## config.mk

```make
export PLATFORM = sky130hd
export DESIGN_NAME = bw_ctu_clk_div_seq_flat
export DESIGN_NICKNAME = d
export VERILOG_FILES = /design/src/rtl/bw_ctu_clk_div_seq_if.sv /design/src/rtl/bw_ctu_clk_div_seq.sv /design/src/flat_wrapper.sv
export SDC_FILE = /design/constraint.sdc
export NUM_CORES = 1
export LEC_CHECK = 0
export BUFFER_PORTS_ARGS = -buffer_cell sky130_fd_sc_hd__buf_2
export CAP_MARGIN = 20
export CORE_MARGIN = 2
export CORE_UTILIZATION = 55
export DETAILED_ROUTE_END_ITERATION = 7
export GPL_ROUTABILITY_DRIVEN = 0
export GPL_TIMING_DRIVEN = 1
export PLACE_DENSITY = 0.88
export RECOVER_POWER = 50
export SETUP_SLACK_MARGIN = 0.5
export SYNTH_ARGS = -nofsm -noshare
export SYNTH_HDL_FRONTEND = slang
export SYNTH_SLANG_ARGS = --single-unit
```

## constraint.sdc

```tcl
create_clock -name pll_clk_out -period 3.6 [get_ports pll_clk_out]
set_input_delay 0.18 -clock pll_clk_out [delete_from_list [all_inputs] [get_ports pll_clk_out]]
set_output_delay 0.18 -clock pll_clk_out [all_outputs]
set_load 0.1 [all_outputs]
```

## src/rtl/bw_ctu_clk_div_seq_if.sv

```systemverilog
// ----------------------------------------------------------------------------
// bw_ctu_clk_div_seq_if
// Bundle of control and phase-enable signals between one CTU clock-domain
// sequencer and its controller / sync mux.
//   en          : run (1) or park low (0) the divided clock
//   cfg_req     : new-ratio request, held until cfg_ack
//   cfg_ratio   : requested divide ratio in PLL cycles
//   cfg_ack     : one-cycle pulse when the new ratio takes effect
//   byp_req     : requested sync-mux select
//   sel         : registered select to the sync mux
//   div0 / div1 : rising / falling edge phase enables
//   cur_ratio   : ratio currently in effect
//   align_pulse : first cycle of each divided period
// master = controller side, slave = sequencer side.
// ----------------------------------------------------------------------------
interface bw_ctu_clk_div_seq_if #(
    parameter int RW = 5
);
    logic          en;
    logic          cfg_req;
    logic [RW-1:0] cfg_ratio;
    logic          cfg_ack;
    logic          byp_req;
    logic          sel;
    logic          div0;
    logic          div1;
    logic [RW-1:0] cur_ratio;
    logic          align_pulse;

    modport master (
        output en, cfg_req, cfg_ratio, byp_req,
        input  cfg_ack, sel, div0, div1, cur_ratio, align_pulse
    );

    modport slave (
        input  en, cfg_req, cfg_ratio, byp_req,
        output cfg_ack, sel, div0, div1, cur_ratio, align_pulse
    );
endinterface

```

## src/rtl/bw_ctu_clk_div_seq.sv

```systemverilog
// ----------------------------------------------------------------------------
// bw_ctu_clk_div_seq
// Phase-enable sequencer for one sync-mux clock path. Produces div0 (captured
// on the PLL rising edge) and div1 (captured on the falling edge) so that the
// mux output is a divide-by-R clock with 50% duty at half-cycle resolution.
// Ratio changes, parking and select changes are only taken at the last cycle
// of a period, where both enables are low, so the mux output never glitches.
// Ports:
//   pll_clk_out : PLL clock, all flops on its rising edge
//   rst_l       : asynchronous active-low reset
//   bus         : slave side of bw_ctu_clk_div_seq_if (control + outputs)
// All outputs are driven straight from flops.
// ----------------------------------------------------------------------------
module bw_ctu_clk_div_seq #(
    parameter int RW        = 5,
    parameter int RST_RATIO = 4
) (
    input  logic                      pll_clk_out,
    input  logic                      rst_l,
    bw_ctu_clk_div_seq_if.slave       bus
);

    typedef enum logic [0:0] {
        ST_IDLE = 1'b0,
        ST_RUN  = 1'b1
    } state_t;

    localparam logic [RW-1:0] RATIO_MIN   = RW'(2);
    localparam logic [RW-1:0] RATIO_RESET = RW'(RST_RATIO);

    // Ratios below 2 cannot produce a low phase at the period boundary.
    function automatic logic [RW-1:0] clamp_ratio(input logic [RW-1:0] r);
        if (r < RATIO_MIN) begin
            return RATIO_MIN;
        end else begin
            return r;
        end
    endfunction

    state_t        state_q, state_d;
    logic [RW-1:0] cnt_q, cnt_d;
    logic [RW-1:0] cur_ratio_q, cur_ratio_d;
    logic          sel_q, sel_d;
    logic          cfg_ack_q, cfg_ack_d;
    logic          div0_q, div0_d;
    logic          div1_q, div1_d;
    logic          align_q, align_d;

    logic          cfg_pending_s;
    logic          boundary_s;
    logic          run_next_s;
    logic [RW:0]   half_up_s;
    logic [RW:0]   half_dn_s;

    // A request still high during its own ack cycle is the same request.
    assign cfg_pending_s = bus.cfg_req & ~cfg_ack_q;
    assign boundary_s    = (state_q == ST_RUN) && (cnt_q == (cur_ratio_q - RW'(1)));

    // Next-state, counter, ratio/select update and next-output decode.
    always_comb begin
        state_d     = state_q;
        cnt_d       = cnt_q;
        cur_ratio_d = cur_ratio_q;
        sel_d       = sel_q;
        cfg_ack_d   = 1'b0;

        case (state_q)
            ST_IDLE: begin
                cnt_d = {RW{1'b0}};
                sel_d = bus.byp_req;
                if (cfg_pending_s) begin
                    cur_ratio_d = clamp_ratio(bus.cfg_ratio);
                    cfg_ack_d   = 1'b1;
                end else begin
                    cur_ratio_d = cur_ratio_q;
                end
                if (bus.en) begin
                    state_d = ST_RUN;
                end else begin
                    state_d = ST_IDLE;
                end
            end
            ST_RUN: begin
                if (boundary_s) begin
                    cnt_d = {RW{1'b0}};
                    sel_d = bus.byp_req;
                    if (cfg_pending_s) begin
                        cur_ratio_d = clamp_ratio(bus.cfg_ratio);
                        cfg_ack_d   = 1'b1;
                    end else begin
                        cur_ratio_d = cur_ratio_q;
                    end
                    if (bus.en) begin
                        state_d = ST_RUN;
                    end else begin
                        state_d = ST_IDLE;
                    end
                end else begin
                    cnt_d = cnt_q + RW'(1);
                end
            end
            default: begin
                state_d = ST_IDLE;
                cnt_d   = {RW{1'b0}};
            end
        endcase

        // Outputs are registered, so decode them from the next cycle's
        // state, count and ratio; one extra bit keeps R+1 from overflowing.
        run_next_s = (state_d == ST_RUN);
        half_up_s  = ({1'b0, cur_ratio_d} + (RW+1)'(1)) >> 1;
        half_dn_s  = {1'b0, cur_ratio_d} >> 1;
        div0_d     = run_next_s && ({1'b0, cnt_d} < half_up_s);
        div1_d     = run_next_s && ({1'b0, cnt_d} < half_dn_s);
        align_d    = run_next_s && (cnt_d == {RW{1'b0}});
    end

    // State, counter, ratio and registered outputs.
    always_ff @(posedge pll_clk_out or negedge rst_l) begin
        if (!rst_l) begin
            state_q     <= ST_IDLE;
            cnt_q       <= {RW{1'b0}};
            cur_ratio_q <= RATIO_RESET;
            sel_q       <= 1'b0;
            cfg_ack_q   <= 1'b0;
            div0_q      <= 1'b0;
            div1_q      <= 1'b0;
            align_q     <= 1'b0;
        end else begin
            state_q     <= state_d;
            cnt_q       <= cnt_d;
            cur_ratio_q <= cur_ratio_d;
            sel_q       <= sel_d;
            cfg_ack_q   <= cfg_ack_d;
            div0_q      <= div0_d;
            div1_q      <= div1_d;
            align_q     <= align_d;
        end
    end

    assign bus.cfg_ack     = cfg_ack_q;
    assign bus.sel         = sel_q;
    assign bus.div0        = div0_q;
    assign bus.div1        = div1_q;
    assign bus.cur_ratio   = cur_ratio_q;
    assign bus.align_pulse = align_q;

endmodule

```

## src/flat_wrapper.sv

```systemverilog
// flat-port wrapper written by rule: the top's interface ports become plain ports
module bw_ctu_clk_div_seq_flat 
#(
    parameter int RW        = 5,
    parameter int RST_RATIO = 4
)
  (pll_clk_out, rst_l, bus_en, bus_cfg_req, bus_cfg_ratio, bus_byp_req, bus_cfg_ack, bus_sel, bus_div0, bus_div1, bus_cur_ratio, bus_align_pulse);
  bw_ctu_clk_div_seq_if #(.RW(RW)) bus_i ();
  input  logic pll_clk_out;
  input  logic rst_l;
  input wire logic [$bits(bus_i.en)-1:0] bus_en;
  input wire logic [$bits(bus_i.cfg_req)-1:0] bus_cfg_req;
  input wire logic [$bits(bus_i.cfg_ratio)-1:0] bus_cfg_ratio;
  input wire logic [$bits(bus_i.byp_req)-1:0] bus_byp_req;
  output wire logic [$bits(bus_i.cfg_ack)-1:0] bus_cfg_ack;
  output wire logic [$bits(bus_i.sel)-1:0] bus_sel;
  output wire logic [$bits(bus_i.div0)-1:0] bus_div0;
  output wire logic [$bits(bus_i.div1)-1:0] bus_div1;
  output wire logic [$bits(bus_i.cur_ratio)-1:0] bus_cur_ratio;
  output wire logic [$bits(bus_i.align_pulse)-1:0] bus_align_pulse;
  assign bus_i.en = bus_en;
  assign bus_i.cfg_req = bus_cfg_req;
  assign bus_i.cfg_ratio = bus_cfg_ratio;
  assign bus_i.byp_req = bus_byp_req;
  assign bus_cfg_ack = bus_i.cfg_ack;
  assign bus_sel = bus_i.sel;
  assign bus_div0 = bus_i.div0;
  assign bus_div1 = bus_i.div1;
  assign bus_cur_ratio = bus_i.cur_ratio;
  assign bus_align_pulse = bus_i.align_pulse;
  bw_ctu_clk_div_seq #(.RW(RW), .RST_RATIO(RST_RATIO)) u_core (.pll_clk_out(pll_clk_out), .rst_l(rst_l), .bus(bus_i));
endmodule
```

==> out/results.txt, run 1 <==
After the first detailed-routing iteration, the DRC count stood at 45. The DRC violation count after routing was 0; the time the worst path needs with I/O delays and setup was 3.11 ns. Wires add up to 3030 µm. Detailed placement ended at an HPWL of 1910 µm.

The depth of the most critical reg-to-reg path works out to 12. The worst setup path is launched from a flop. The run gives 0.322 GHz as the achievable frequency. The detailed-route wire length per cell was 16.7 µm; the unique cell type count in the Yosys netlist was 44. The transition time of the tightest slew-check pin was 1.16 ns; the final hold violation count was 0. The synthesized netlist cell count was 128; the setup clock skew after layout was 0.00871 ns.

Measured against its own limit, the worst slew margin works out to 22.9%. Across the run, the number of max-cap violations was 0. Synthesized area: 0.00120 mm². The maximum number of pins on one net before global-route repair is 19, and the largest driver fanout on the critical path is 9. The floorplan step defined a die boundary enclosing 0.00258 mm². The number of enable flip-flop cells after synthesis is 0.

Depth of the worst hold-timing path: 2. In this run the mean area of a mapped cell was 9.40 µm². The tools report the number of CTS-inserted buffers as 3. The tree is rooted in a sky130_fd_sc_hd__clkbuf_4. The count of port buffers added during placement works out to 19. The path class of the tightest hold or removal check is in2reg. TritonCTS built the clock tree. During I/O placement, the number of pins put on the boundary was 20. In this run the horizontal extent of the chip is 50.8 µm. The first detailed-routing pass took 4 iterations. By startpoint and endpoint, the worst setup path is classified as reg2reg.

The library cell used most frequently in the layout, excluding fill and tap cells, is sky130_fd_sc_hd__buf_2. The signal on the critical path passes through inv_1 -> ha_2 -> xor2_1 -> o211ai_2 -> o31a_1 -> and2_1 -> ha_1 -> a21o_1 -> a21o_1 -> a21oi_1 -> o221ai_2 -> nor3_1. The maximum buffer depth of the clock tree was 2; the share of synthesized area occupied by flip-flops and latches was 33.4%. The number of synthesized register bits works out to 16. At the worst endpoint, the required time is 3.81 ns. The initial antenna violation count was 0. For the wire length of the first global-routing pass, the log shows 4330 µm. The floorplan die height is 50.8 µm. Across every metal layer, demand over resource in global routing totals 22.9%. The tools report the number of max-slew violations in the final report as 0. Row generation in the floorplan step produced 16 rows. In the layout the commonest cells are 13 x sky130_fd_sc_hd__buf_2, 12 x sky130_fd_sc_hd__dfrtp_1, 10 x sky130_fd_sc_hd__inv_1, 9 x sky130_fd_sc_hd__nand2_1.

The run finished with clean final reports. The tools report the effective utilization at floorplan as 59.5%. Clock tree synthesis found a total of 16 sinks.

The tools report the worst hold-check slack as 0.104 ns. The share of post-route cells with drive strength above 1 is 29.7%. Setup repair after global routing left no endpoint under its margin. The total number of H-tree levels was 1; the share of the clock period used by the worst path after layout was 86.3%. The via count of the first global-routing pass was 971. The endpoint class of the critical path was a flop.

For this run, the leading register cell type out of synthesis is sky130_fd_sc_hd__dfrtp_1. Clock latency on the worst-skew pair, taken at its later pin, is 0.30 ns. For this run, the slowest stage of the critical path takes 0.54 ns. Yosys printed 0 warnings. The async set-reset flop share out of synthesis is 100%. Counting stages on the worst path, the most repeated cell is sky130_fd_sc_hd__a21o_1. Data arrives at the worst endpoint at 3.31 ns. The post-synth net total is 147, and the core region area is 0.00202 mm². Clock-pin slew was measured on the worst setup and hold paths at 0.11 ns. Setup violations remaining at the end of the flow were counted as 0.

The run gives 1064 as the total number of vias. From synthesis to final layout, the design area changed by 19.5%. The cell with the largest stage delay on the worst path was sky130_fd_sc_hd__dfrtp_4. Number of antenna repair diodes: 0. The run gives 0 ns as the final sum of negative setup slack. Dividing the detail-routed via count by the number of cells gives 5.85.

The post-detailed-route count of antenna-violating nets was 0. The run gives 0 as the overflow left after global routing. For the final layout net count, the log shows 175.
Yosys cell counts (2+ instances only):
cell | number | area [µm²]
sky130_fd_sc_hd__mux2_2 | 2 | 22.5
sky130_fd_sc_hd__a21o_1 | 3 | 22.5
sky130_fd_sc_hd__nand2_1 | 9 | 33.8
sky130_fd_sc_hd__o31a_1 | 2 | 17.5
sky130_fd_sc_hd__nand4_1 | 3 | 18.8
sky130_fd_sc_hd__o21ai_2 | 2 | 17.5
sky130_fd_sc_hd__a211oi_1 | 2 | 15.0
sky130_fd_sc_hd__buf_6 | 2 | 22.5
sky130_fd_sc_hd__nor3_1 | 2 | 10.0
sky130_fd_sc_hd__ha_1 | 9 | 113
sky130_fd_sc_hd__xor2_1 | 8 | 70.1
sky130_fd_sc_hd__nor2_1 | 7 | 26.3
sky130_fd_sc_hd__inv_2 | 2 | 7.51
sky130_fd_sc_hd__dfrtp_1 | 15 | 375
sky130_fd_sc_hd__o21ai_1 | 4 | 20.0
sky130_fd_sc_hd__nand3_1 | 6 | 30.0
sky130_fd_sc_hd__or3_1 | 3 | 18.8
sky130_fd_sc_hd__inv_1 | 10 | 37.5
sky130_fd_sc_hd__a21oi_1 | 4 | 20.0
sky130_fd_sc_hd__o41ai_1 | 2 | 17.5
sky130_fd_sc_hd__xnor2_1 | 8 | 70.1
cells by family after synthesis:
group | after synthesis | synth area share [%]
flip-flops | 16 | 33.4
multiplexers | 3 | 3.12
adder cells (fa/ha/maj) | 9 | 9.36
buffers and inverters | 17 | 6.96
AND/OR/NAND/NOR | 38 | 16.6
XOR/XNOR | 16 | 11.6
AO/OA/AOI/OAI | 29 | 18.9
per-layer routing:
metal	vias up	share of wire (%)	GRT usage (%)
met5	-	0	0
met1	483	43	30.8
met3	10	8.4	5.65
met2	58	46	34.6
met4	0	2.9	10.4
li1	513	-	-
stage by stage:
step / instance area [µm²] / std cells / setup WS (ns) / utilization (%)
final: 1440 / 182 / 0.492 / 71.2
after global placement: 1310 / 169 / 0.598 / 64.9
after floorplan: 1230 / 128 / 0.495 / -
after CTS: 1360 / 174 / 0.462 / 67.4
after detailed placement: 1310 / 169 / 0.510 / 64.9
after global routing: 1440 / 182 / 0.340 / 71.2
what timing repair did:
action | in CTS | in global routing
buffers inserted | 0 | 8
hold buffers | 1 | 0
hold endpoints to repair | 15 | 0
setup endpoints to repair | 2 | 2
gates cloned | 0 | 0
pin swaps | 0 | 7
gates resized for setup | 1 | 6
critical path, delay by kind of cell, from the launching register on:
kind,cells,cell delay (ns)
AOI/OAI and AO/OA,6,1.28
DFF,1,0.54
xor gates and xnor gates,1,0.16
and+or+nand+nor,2,0.45
adders and majority gates,2,0.51
buffers and inverters,1,0.08
layout make-up:
cell class                      instances  area (µm²)
Multi-Input combinational cell         95         756
Tap cell                               27        33.8
Inverter                               12        45.0
Fill cell                             141         583
Sequential cell                        16         410
Timing Repair Buffer                   28         158
Clock buffer                            4        36.3
path summary, 6_finish.rpt:
kind | slack, ns | startpoint | end
min | 0.10 | bus_byp_req | u_core.bus.sel
max | 0.49 | u_core.bus.cur_ratio[1] | u_core.bus.div0
max in group asynchronous | 2.43 | rst_l | u_core.bus.cur_ratio[0]
max reg2reg | 0.49 | u_core.bus.cur_ratio[1] | u_core.bus.div0
min in group asynchronous | 0.52 | rst_l | u_core.cnt_q[3]
min reg2reg | 0.52 | u_core.bus.sel | u_core.bus.sel
flip-flops by register name (all words and copies together), names as in the netlist:
name and flops:
u_core.bus.cfg_ack 1, u_core.bus.sel 1, u_core.state_q 1, u_core.bus.align_pulse 1, u_core.bus.cur_ratio 5, u_core.bus.div1 1
u_core.bus.div0 1, u_core.cnt_q 5
Power of run 1 is not shown: default switching activity piles up to over one toggle a cycle in this logic, so the estimate is an artifact.
==> run 2, diff against run 1 <==
Settings changed: ABC_AREA from default to 1, CELL_PAD_IN_SITES_DETAIL_PLACEMENT from default to 0, CELL_PAD_IN_SITES_GLOBAL_PLACEMENT from default to 1, CORE_UTILIZATION 55 to 40, PLACE_DENSITY 0.88 to 0.89.
Clock period 3.6 ns to 2.9 ns, I/O delays scaled along.
==> run 2 against run 1 <==
Effect of this change: first-iteration DRC count down 22%; final cell count up 23%; maximum frequency increased by 18%; count of clock-buffer cells in the layout did not move; highest routed layer unchanged; largest cell class unchanged; design area rose by 6.8%; critical path depth grew 9; critical path type unchanged; synthesized cell count increased by 23%.
==> out/results.txt, run 2 <==
The flow ran to the end, and the final reports show no timing, DRC or antenna violations. The tools report the worst flop-to-flop path startpoint as u_core.bus.cur_ratio[1] (unchanged). The worst endpoint data arrival time came out at 2.81 ns (was 3.31 ns). The startpoint of the most critical setup path was u_core.bus.cur_ratio[1] (unchanged). The time the worst path needs with I/O delays and setup was 2.63 ns (was 3.11 ns); the count of fill cells added during filler insertion was 258 (was 141). For the effective utilization at floorplan, the log shows 42.2% (was 59.5%). The synthesis-to-finish area growth works out to 31.1% (was 19.5%).

Most used standard cells in the synthesized netlist: 50 x sky130_fd_sc_hd__nand2_1, 21 x sky130_fd_sc_hd__inv_1, 15 x sky130_fd_sc_hd__dfrtp_1, 14 x sky130_fd_sc_hd__nor2_1, 9 x sky130_fd_sc_hd__ha_1 (was 15 x sky130_fd_sc_hd__dfrtp_1, 10 x sky130_fd_sc_hd__inv_1, 9 x sky130_fd_sc_hd__ha_1, 9 x sky130_fd_sc_hd__nand2_1). Cell types with the largest area share after synthesis: sky130_fd_sc_hd__dfrtp_1 32%, sky130_fd_sc_hd__nand2_1 16%, sky130_fd_sc_hd__ha_1 9.6% (was sky130_fd_sc_hd__dfrtp_1 31%, sky130_fd_sc_hd__ha_1 9.4%, sky130_fd_sc_hd__xnor2_1 5.8%). The via count of the first global-routing pass was 1040 (was 971); the global-route total usage across every layer was 17.8% (was 22.9%).

The unique cell type count in the Yosys netlist is 25 (was 44). The number of max-cap violations is 0 (unchanged), and the HPWL after detailed placement is 2030 µm (was 1910 µm). The count of final setup violators was 0 (unchanged); the worst max-slew margin expressed relative to the limit was 22.4% (was 22.9%).

Setup repair after global routing could not meet its margin everywhere. First-pass iteration count of the detailed router: 4 (unchanged). The count of warnings emitted by yosys came out at 0 (unchanged). The synthesized area is 0.00117 mm² (was 0.00120 mm²), and the final layout net count is 212 (was 175).

The share of synthesized area occupied by flip-flops and latches is 34.3% (was 33.4%). The run gives 0 (unchanged) as the number of max-slew violations in the final report. The number of sinks driven by the clock tree is 16 (unchanged), and the share of the clock period used by the worst path after layout is 90.8% (was 86.3%).

Commonest cells after routing, fill and taps aside: 42 x sky130_fd_sc_hd__nand2_1, 20 x sky130_fd_sc_hd__inv_1, 14 x sky130_fd_sc_hd__nand2_2, 13 x sky130_fd_sc_hd__nor2_1, 13 x sky130_fd_sc_hd__buf_2 (was 13 x sky130_fd_sc_hd__buf_2, 12 x sky130_fd_sc_hd__dfrtp_1, 10 x sky130_fd_sc_hd__inv_1, 9 x sky130_fd_sc_hd__nand2_1). The cell at the root of the clock tree is sky130_fd_sc_hd__clkbuf_4 (unchanged). The run gives 0.00278 mm² (was 0.00202 mm²) as the core region area. Full die area: 0.00338 mm² (was 0.00258 mm²). The floorplan die width was 58.1 µm (was 50.8 µm). The leading cell type in the layout, fill and taps excluded is sky130_fd_sc_hd__nand2_1 (was sky130_fd_sc_hd__buf_2). The number of antenna repair diodes was 0 (unchanged); the setup clock skew after layout was 0.00655 ns (was 0.00871 ns). The count of port buffers added during placement was 19 (unchanged). The startpoint of the most critical hold path was bus_byp_req (unchanged). The achievable frequency came out at 0.380 GHz (was 0.322 GHz). The total detailed-routing wirelength was 2720 µm (was 3030 µm). The most common cell in the synthesized netlist was sky130_fd_sc_hd__nand2_1 (was sky130_fd_sc_hd__dfrtp_1). The depth of the most critical reg-to-reg path is 21 (was 12), and the slack of the worst reg-to-reg path is 0.27 ns (was 0.49 ns). The depth of the worst hold-timing path is 3 (was 2), and the overflow left after global routing is 0 (unchanged). Largest stage delay on the critical path: 0.50 ns (was 0.54 ns). TritonCTS built the clock tree. Cells traversed along the worst timing path: inv_4 -> ha_4 -> nand2_1 -> nand2_1 -> nor2_2 -> nand2_1 -> nor2_2 -> nand2_1 -> nand2_2 -> buf_6 -> nand3_4 -> nand2_4 -> nand2_4 -> nor2_4 -> nand2_2 -> nand2_2 -> nand2_2 -> ha_4 -> nand2_2 -> o211ai_1 -> a21oi_2 (was inv_1 -> ha_2 -> xor2_1 -> o211ai_2 -> o31a_1 -> and2_1 -> ha_1 -> a21o_1 -> a21o_1 -> a21oi_1 -> o221ai_2 -> nor3_1). Cell with the largest stage delay on the worst path: sky130_fd_sc_hd__dfrtp_4 (unchanged). The DRC violation count after routing came out at 0 (unchanged). The total number of H-tree levels is 1 (unchanged). The run gives 35 (was 45) as the starting DRC count in detailed routing.

The initial antenna violation count is 0 (unchanged). Library cell with the largest summed area after synthesis: sky130_fd_sc_hd__dfrtp_1 (unchanged). The mean instance size in the synthesized netlist was 7.42 µm² (was 9.40 µm²). The required time reported for the critical path endpoint is 3.08 ns (was 3.81 ns). The final sum of negative setup slack is 0 ns (unchanged), and the standard-cell row count is 19 (was 16). The family with the most delay on the worst path is simple AND/OR/NAND/NOR gates (was compound AO/OA/AOI/OAI gates). Buffers plus inverters on the worst setup path: 2 (was 1).

Type of the worst setup path: reg2reg (unchanged). The detailed-route wire length per cell came out at 12.2 µm (was 16.7 µm). Transition time of the tightest slew-check pin: 1.17 ns (was 1.16 ns). The floorplan die height came out at 58.1 µm (was 50.8 µm). The via density per instance was 4.82 (was 5.85). The number of enable flip-flop cells after synthesis is 0 (unchanged), and the clock network latency to the later pin of the worst-skew pair is 0.29 ns (was 0.30 ns). The CTS clock-pin slew for the worst setup and hold paths came out at 0.10 ns (was 0.11 ns).

The logs give 1075 (was 1064) for the total number of vias and 3 (unchanged) for the number of CTS-inserted buffers. The wire length of the first global-routing pass is 4540 µm (was 4330 µm). The element type at the critical path start was a flop (unchanged). For the post-detailed-route count of antenna-violating nets, the log shows 0 (unchanged). Synthesized netlist cell count: 158 (was 128). The logic depth of the worst setup path including buffers was 21 (was 12). The path category of the worst min-delay check was in2reg (unchanged). For the count of pins on the block boundary, the log shows 20 (unchanged). The prevailing post-synth register cell was sky130_fd_sc_hd__dfrtp_1 (unchanged). The share of post-route cells with drive strength above 1 was 39.6% (was 29.7%); the post-synth net total was 177 (was 147). The fraction of post-synthesis cell area in the top cell type by area was 32.0% (was 31.2%); the maximum buffer depth of the clock tree was 2 (unchanged).

The number of synthesized register bits came out at 16 (unchanged). The async set-reset flop share out of synthesis works out to 100% (unchanged). The endpoint class of the critical path was a flop (unchanged).

The final hold violation count came out at 0 (unchanged). The largest driver fanout on the critical path was 6 (was 9); the maximum number of pins on one net before global-route repair was 17 (was 19). The cell repeated most along the worst path was sky130_fd_sc_hd__nand2_2 (was sky130_fd_sc_hd__a21o_1).
-- run 2: cell count changes after synthesis, sizes merged, moves of 3 or more --
cell	previous run	this run
nand2	10	59
inv	12	26
nor2	7	19
xor2	8	1
xnor2	8	2
a211oi	3	0
a21o	3	0
mux2	3	0
nand3	6	9
nand4	3	0
or3	3	0
-- run 2: kinds of logic after synthesis --
| group | share of synthesized area [%] |
|---|---|
| DFF | 34.3 |
| AOI/OAI and AO/OA | 7.04 |
| and+or+nand+nor | 36.6 |
| buffers and inverters | 10.2 |
| xor gates and xnor gates | 2.24 |
| adders and majority gates | 9.61 |
-- run 2: final timing paths --
| check | endpoint |
|---|---|
| hold reg to reg | u_core.bus.sel |
| min in group asynchronous | u_core.bus.sel |
| hold / removal | u_core.bus.sel |
| max in group asynchronous | u_core.bus.cur_ratio[1] |
| setup reg to reg | u_core.bus.div0 |
| setup / recovery | u_core.bus.div0 |
-- run 2: routing by layer --
metal / wire length [µm] / global-route usage, %
met5: 0 / 0
met4: 25 / 5.98
met3: 34 / 2.01
met2: 1350 / 28.9
met1: 1310 / 24.7
-- run 2: area by class of cell --
cell class	count	area, µm²	area share [%]
Tap cell	31	38.8	2.52
Sequential cell	16	415	27.0
Multi-Input combinational cell	114	752	48.9
Timing Repair Buffer	32	191	12.5
Clock buffer	4	36.3	2.36
Inverter	26	103	6.68
-- run 2: worst register-to-register path: cells and delay by family (launching register included) --
kind            cells  cell delay [ns]
compound gates      2             0.23
flops               1             0.50
buf+inv             2             0.22
fa+ha+maj           2             0.46
simple gates       15             1.12
-- run 2: metrics by stage --
stage,instance area [µm²],instances,utilization (%),worst slack (ns),hold slack [ns]
finish,1540,223,55.2,0.268,0.0557
global placement,1320,207,47.5,0.255,0.0746
global route,1540,223,55.2,0.0829,0.0790
detailed placement,1320,207,47.5,0.179,0.0744
CTS,1440,220,51.7,0.279,0.0544
floorplan,1200,158,-,0.212,-0.151
-- run 2: timing repair --
item | CTS | global route
hold endpoints to repair | 15 | 0
setup buffers | 8 | 3
pin swaps | 5 | 10
hold buffers | 1 | 0
resized for setup | 2 | 18
endpoints found under the setup margin | 2 | 2
Power of run 2 is left out for the same reason.
==> run 3, diff against run 2 <==
Settings changed: RECOVER_POWER 50 to 100.
==> run 3 against run 2 <==
Effect of this change: setup slack got worse by 0.0068 ns; global-route usage stayed put; clock skew shrank 0.0016 ns; worst hold slack gained 0.00084 ns; flip-flop and latch count did not move; largest cell class unchanged.
==> out/results.txt, run 3 (same netlist as run 2, synthesis figures left out) <==
The run finished with clean final reports. The logs give 0.28 ns (was 0.29 ns) for the clock network latency to the later pin of the worst-skew pair and 212 (unchanged) for the final layout net count. The logs give 3 (unchanged) for the number of CTS-inserted buffers and 0.00152 mm² (was 0.00154 mm²) for the area of all placed cells without fillers. For the count of fill cells added during filler insertion, the log shows 267 (was 258). The via density per instance is 4.82 (about the same). For the full die area, the log shows 0.00338 mm² (unchanged). The run gives 0 (unchanged) as the DRC violation count after routing. The largest driver fanout on the critical path was 6 (unchanged); the floorplan die width was 58.1 µm (unchanged).

The logs give 3.08 ns (about the same) for the required time reported for the critical path endpoint and 2030 µm (unchanged) for the HPWL after detailed placement. Transition time of the tightest slew-check pin: 1.17 ns (about the same). Leading cell type in the layout, fill and taps excluded: sky130_fd_sc_hd__nand2_1 (unchanged).

TritonCTS built the clock tree. The maximum buffer depth of the clock tree is 2 (unchanged), and the post-detailed-route count of antenna-violating nets is 0 (unchanged). The total number of vias is 1074 (was 1075), and the wire length of the first global-routing pass is 4540 µm (unchanged).

For the worst endpoint data arrival time, the log shows 2.82 ns (was 2.81 ns). The final sum of negative setup slack was 0 ns (unchanged); the overflow left after global routing was 0 (unchanged). The count of final setup violators is 0 (unchanged).

The post-placement cell area was 0.00132 mm² (unchanged); the worst max-slew margin expressed relative to the limit was 22.2% (was 22.4%). The path category of the worst min-delay check is in2reg (unchanged). The final design utilization came out at 54.7% (was 55.2%). Commonest cells after routing, fill and taps aside: 42 x sky130_fd_sc_hd__nand2_1, 22 x sky130_fd_sc_hd__inv_1, 14 x sky130_fd_sc_hd__nand2_2, 14 x sky130_fd_sc_hd__nor2_1, 13 x sky130_fd_sc_hd__clkbuf_1 (was 42 x sky130_fd_sc_hd__nand2_1, 20 x sky130_fd_sc_hd__inv_1, 14 x sky130_fd_sc_hd__nand2_2, 13 x sky130_fd_sc_hd__nor2_1, 13 x sky130_fd_sc_hd__buf_2).

The floorplan die height was 58.1 µm (unchanged); the number of sinks driven by the clock tree was 16 (unchanged). The global-route total usage across every layer is 17.8% (unchanged). The number of max-cap violations came out at 0 (unchanged). The cell with the largest stage delay on the worst path was sky130_fd_sc_hd__dfrtp_4 (unchanged). The buffers plus inverters on the worst setup path is 2 (unchanged), and the first-pass iteration count of the detailed router is 5 (was 4). The largest stage delay on the critical path was 0.50 ns (about the same). The number of antenna repair diodes was 0 (unchanged); the area used by multi-input combinational logic was 749 µm² (was 752 µm²).

For the area of all sequential standard cells, the log shows 415 µm² (unchanged). The share of the clock period used by the worst path after layout is 91.0% (was 90.8%). The cell at the root of the clock tree is sky130_fd_sc_hd__clkbuf_4 (unchanged). Number of max-slew violations in the final report: 0 (unchanged). The tools report the maximum number of pins on one net before global-route repair as 17 (unchanged).

Cells traversed along the worst timing path: inv_4 -> ha_4 -> nand2_1 -> nand2_1 -> nor2_2 -> nand2_1 -> nor2_2 -> nand2_1 -> nand2_2 -> buf_6 -> nand3_4 -> nand2_4 -> nand2_4 -> nor2_4 -> nand2_2 -> nand2_2 -> nand2_2 -> ha_4 -> nand2_2 -> o211ai_1 -> a21oi_2 (unchanged). The count of pins on the block boundary was 20 (unchanged); the detailed-route wire length per cell was 12.2 µm (about the same). The share of post-route cells with drive strength above 1 works out to 34.4% (was 39.6%). The element type at the critical path start was a flop (unchanged).

The endpoint class of the critical path is a flop (unchanged). Total number of H-tree levels: 1 (unchanged). The run gives 1040 (unchanged) as the via count of the first global-routing pass. The standard-cell row count came out at 19 (unchanged). Setup repair after global routing could not meet its margin everywhere. The starting DRC count in detailed routing came out at 44 (was 35). The effective utilization at floorplan is 42.2% (unchanged). The final hold violation count is 0 (unchanged). The time the worst path needs with I/O delays and setup was 2.64 ns (was 2.63 ns). Type of the worst setup path: reg2reg (unchanged).

The run gives 2730 µm (was 2720 µm) as the total detailed-routing wirelength. Achievable frequency: 0.379 GHz (was 0.380 GHz). The setup clock skew after layout is 0.00491 ns (was 0.00655 ns), and the count of port buffers added during placement is 19 (unchanged). The CTS clock-pin slew for the worst setup and hold paths was 0.10 ns (about the same); the core region area was 0.00278 mm² (unchanged). Initial antenna violation count: 0 (unchanged).

The synthesis-to-finish area growth came out at 29.7% (was 31.1%). Cell repeated most along the worst path: sky130_fd_sc_hd__nand2_2 (unchanged). The family with the most delay on the worst path was simple AND/OR/NAND/NOR gates (unchanged).
## run 3: cell count changes in the layout (fill, tap and decap cells not counted)
| cell | change |
|---|---|
| sky130_fd_sc_hd__clkbuf_1 | +7 |
| sky130_fd_sc_hd__buf_2 | -5 |
| sky130_fd_sc_hd__buf_4 | -2 |
| sky130_fd_sc_hd__inv_1 | +2 |
| sky130_fd_sc_hd__inv_2 | -2 |
| sky130_fd_sc_hd__nor2_1 | +1 |
| sky130_fd_sc_hd__nor2_2 | -1 |
## run 3: worst register-to-register path, delay by kind of cell, from the launching register on
family / cells / cell delay [ns]
AOI/OAI and AO/OA: 2 / 0.23
buffers and inverters: 2 / 0.22
and+or+nand+nor: 15 / 1.14
adders and majority gates: 2 / 0.46
DFF: 1 / 0.50
## run 3: final timing paths
path,from,end,slack (ns),cells after the start
min in group asynchronous,rst_l,u_core.bus.sel,0.48,2
min,bus_byp_req,u_core.bus.sel,0.06,3
max,u_core.bus.cur_ratio[1],u_core.bus.div0,0.26,21
min reg2reg,u_core.bus.sel,u_core.bus.sel,0.48,2
max reg2reg,u_core.bus.cur_ratio[1],u_core.bus.div0,0.26,21
max in group asynchronous,rst_l,u_core.bus.cur_ratio[1],1.79,2
## run 3: layout make-up
type                       count  area share, %
multi-input combinational    114           49.3
sequential                    16           27.3
tap                           31           2.55
clock buffer                   4           2.39
inverter                      26           6.75
timing repair buffer          32           11.7
## run 3: per-stage QoR
stage | cells | setup slack [ns] | hold WS (ns)
after CTS | 220 | 0.279 | 0.0544
after detailed placement | 207 | 0.179 | 0.0744
after global placement | 207 | 0.255 | 0.0746
after floorplan | 158 | 0.212 | -0.151
final | 223 | 0.261 | 0.0566
after global routing | 223 | 0.0881 | 0.0790
## run 3: metal layers
metal / GRT usage (%) / part of all wire, % / up-vias
met5: 0 / 0 / -
met4: 5.98 / 0.77 / 0
met3: 2.01 / 2.3 / 2
met2: 28.9 / 49 / 16
met1: 24.7 / 48 / 499
li1: - / - / 557
## run 3: what timing repair did
item | CTS | global route
cloned | 0 | 0
setup endpoints to repair | 2 | 2
resized for setup | 2 | 18
pin swaps | 5 | 10
buffers inserted | 8 | 3
hold buffers | 1 | 0
hold endpoints to repair | 15 | 0
Power of run 3 is left out for the same reason.
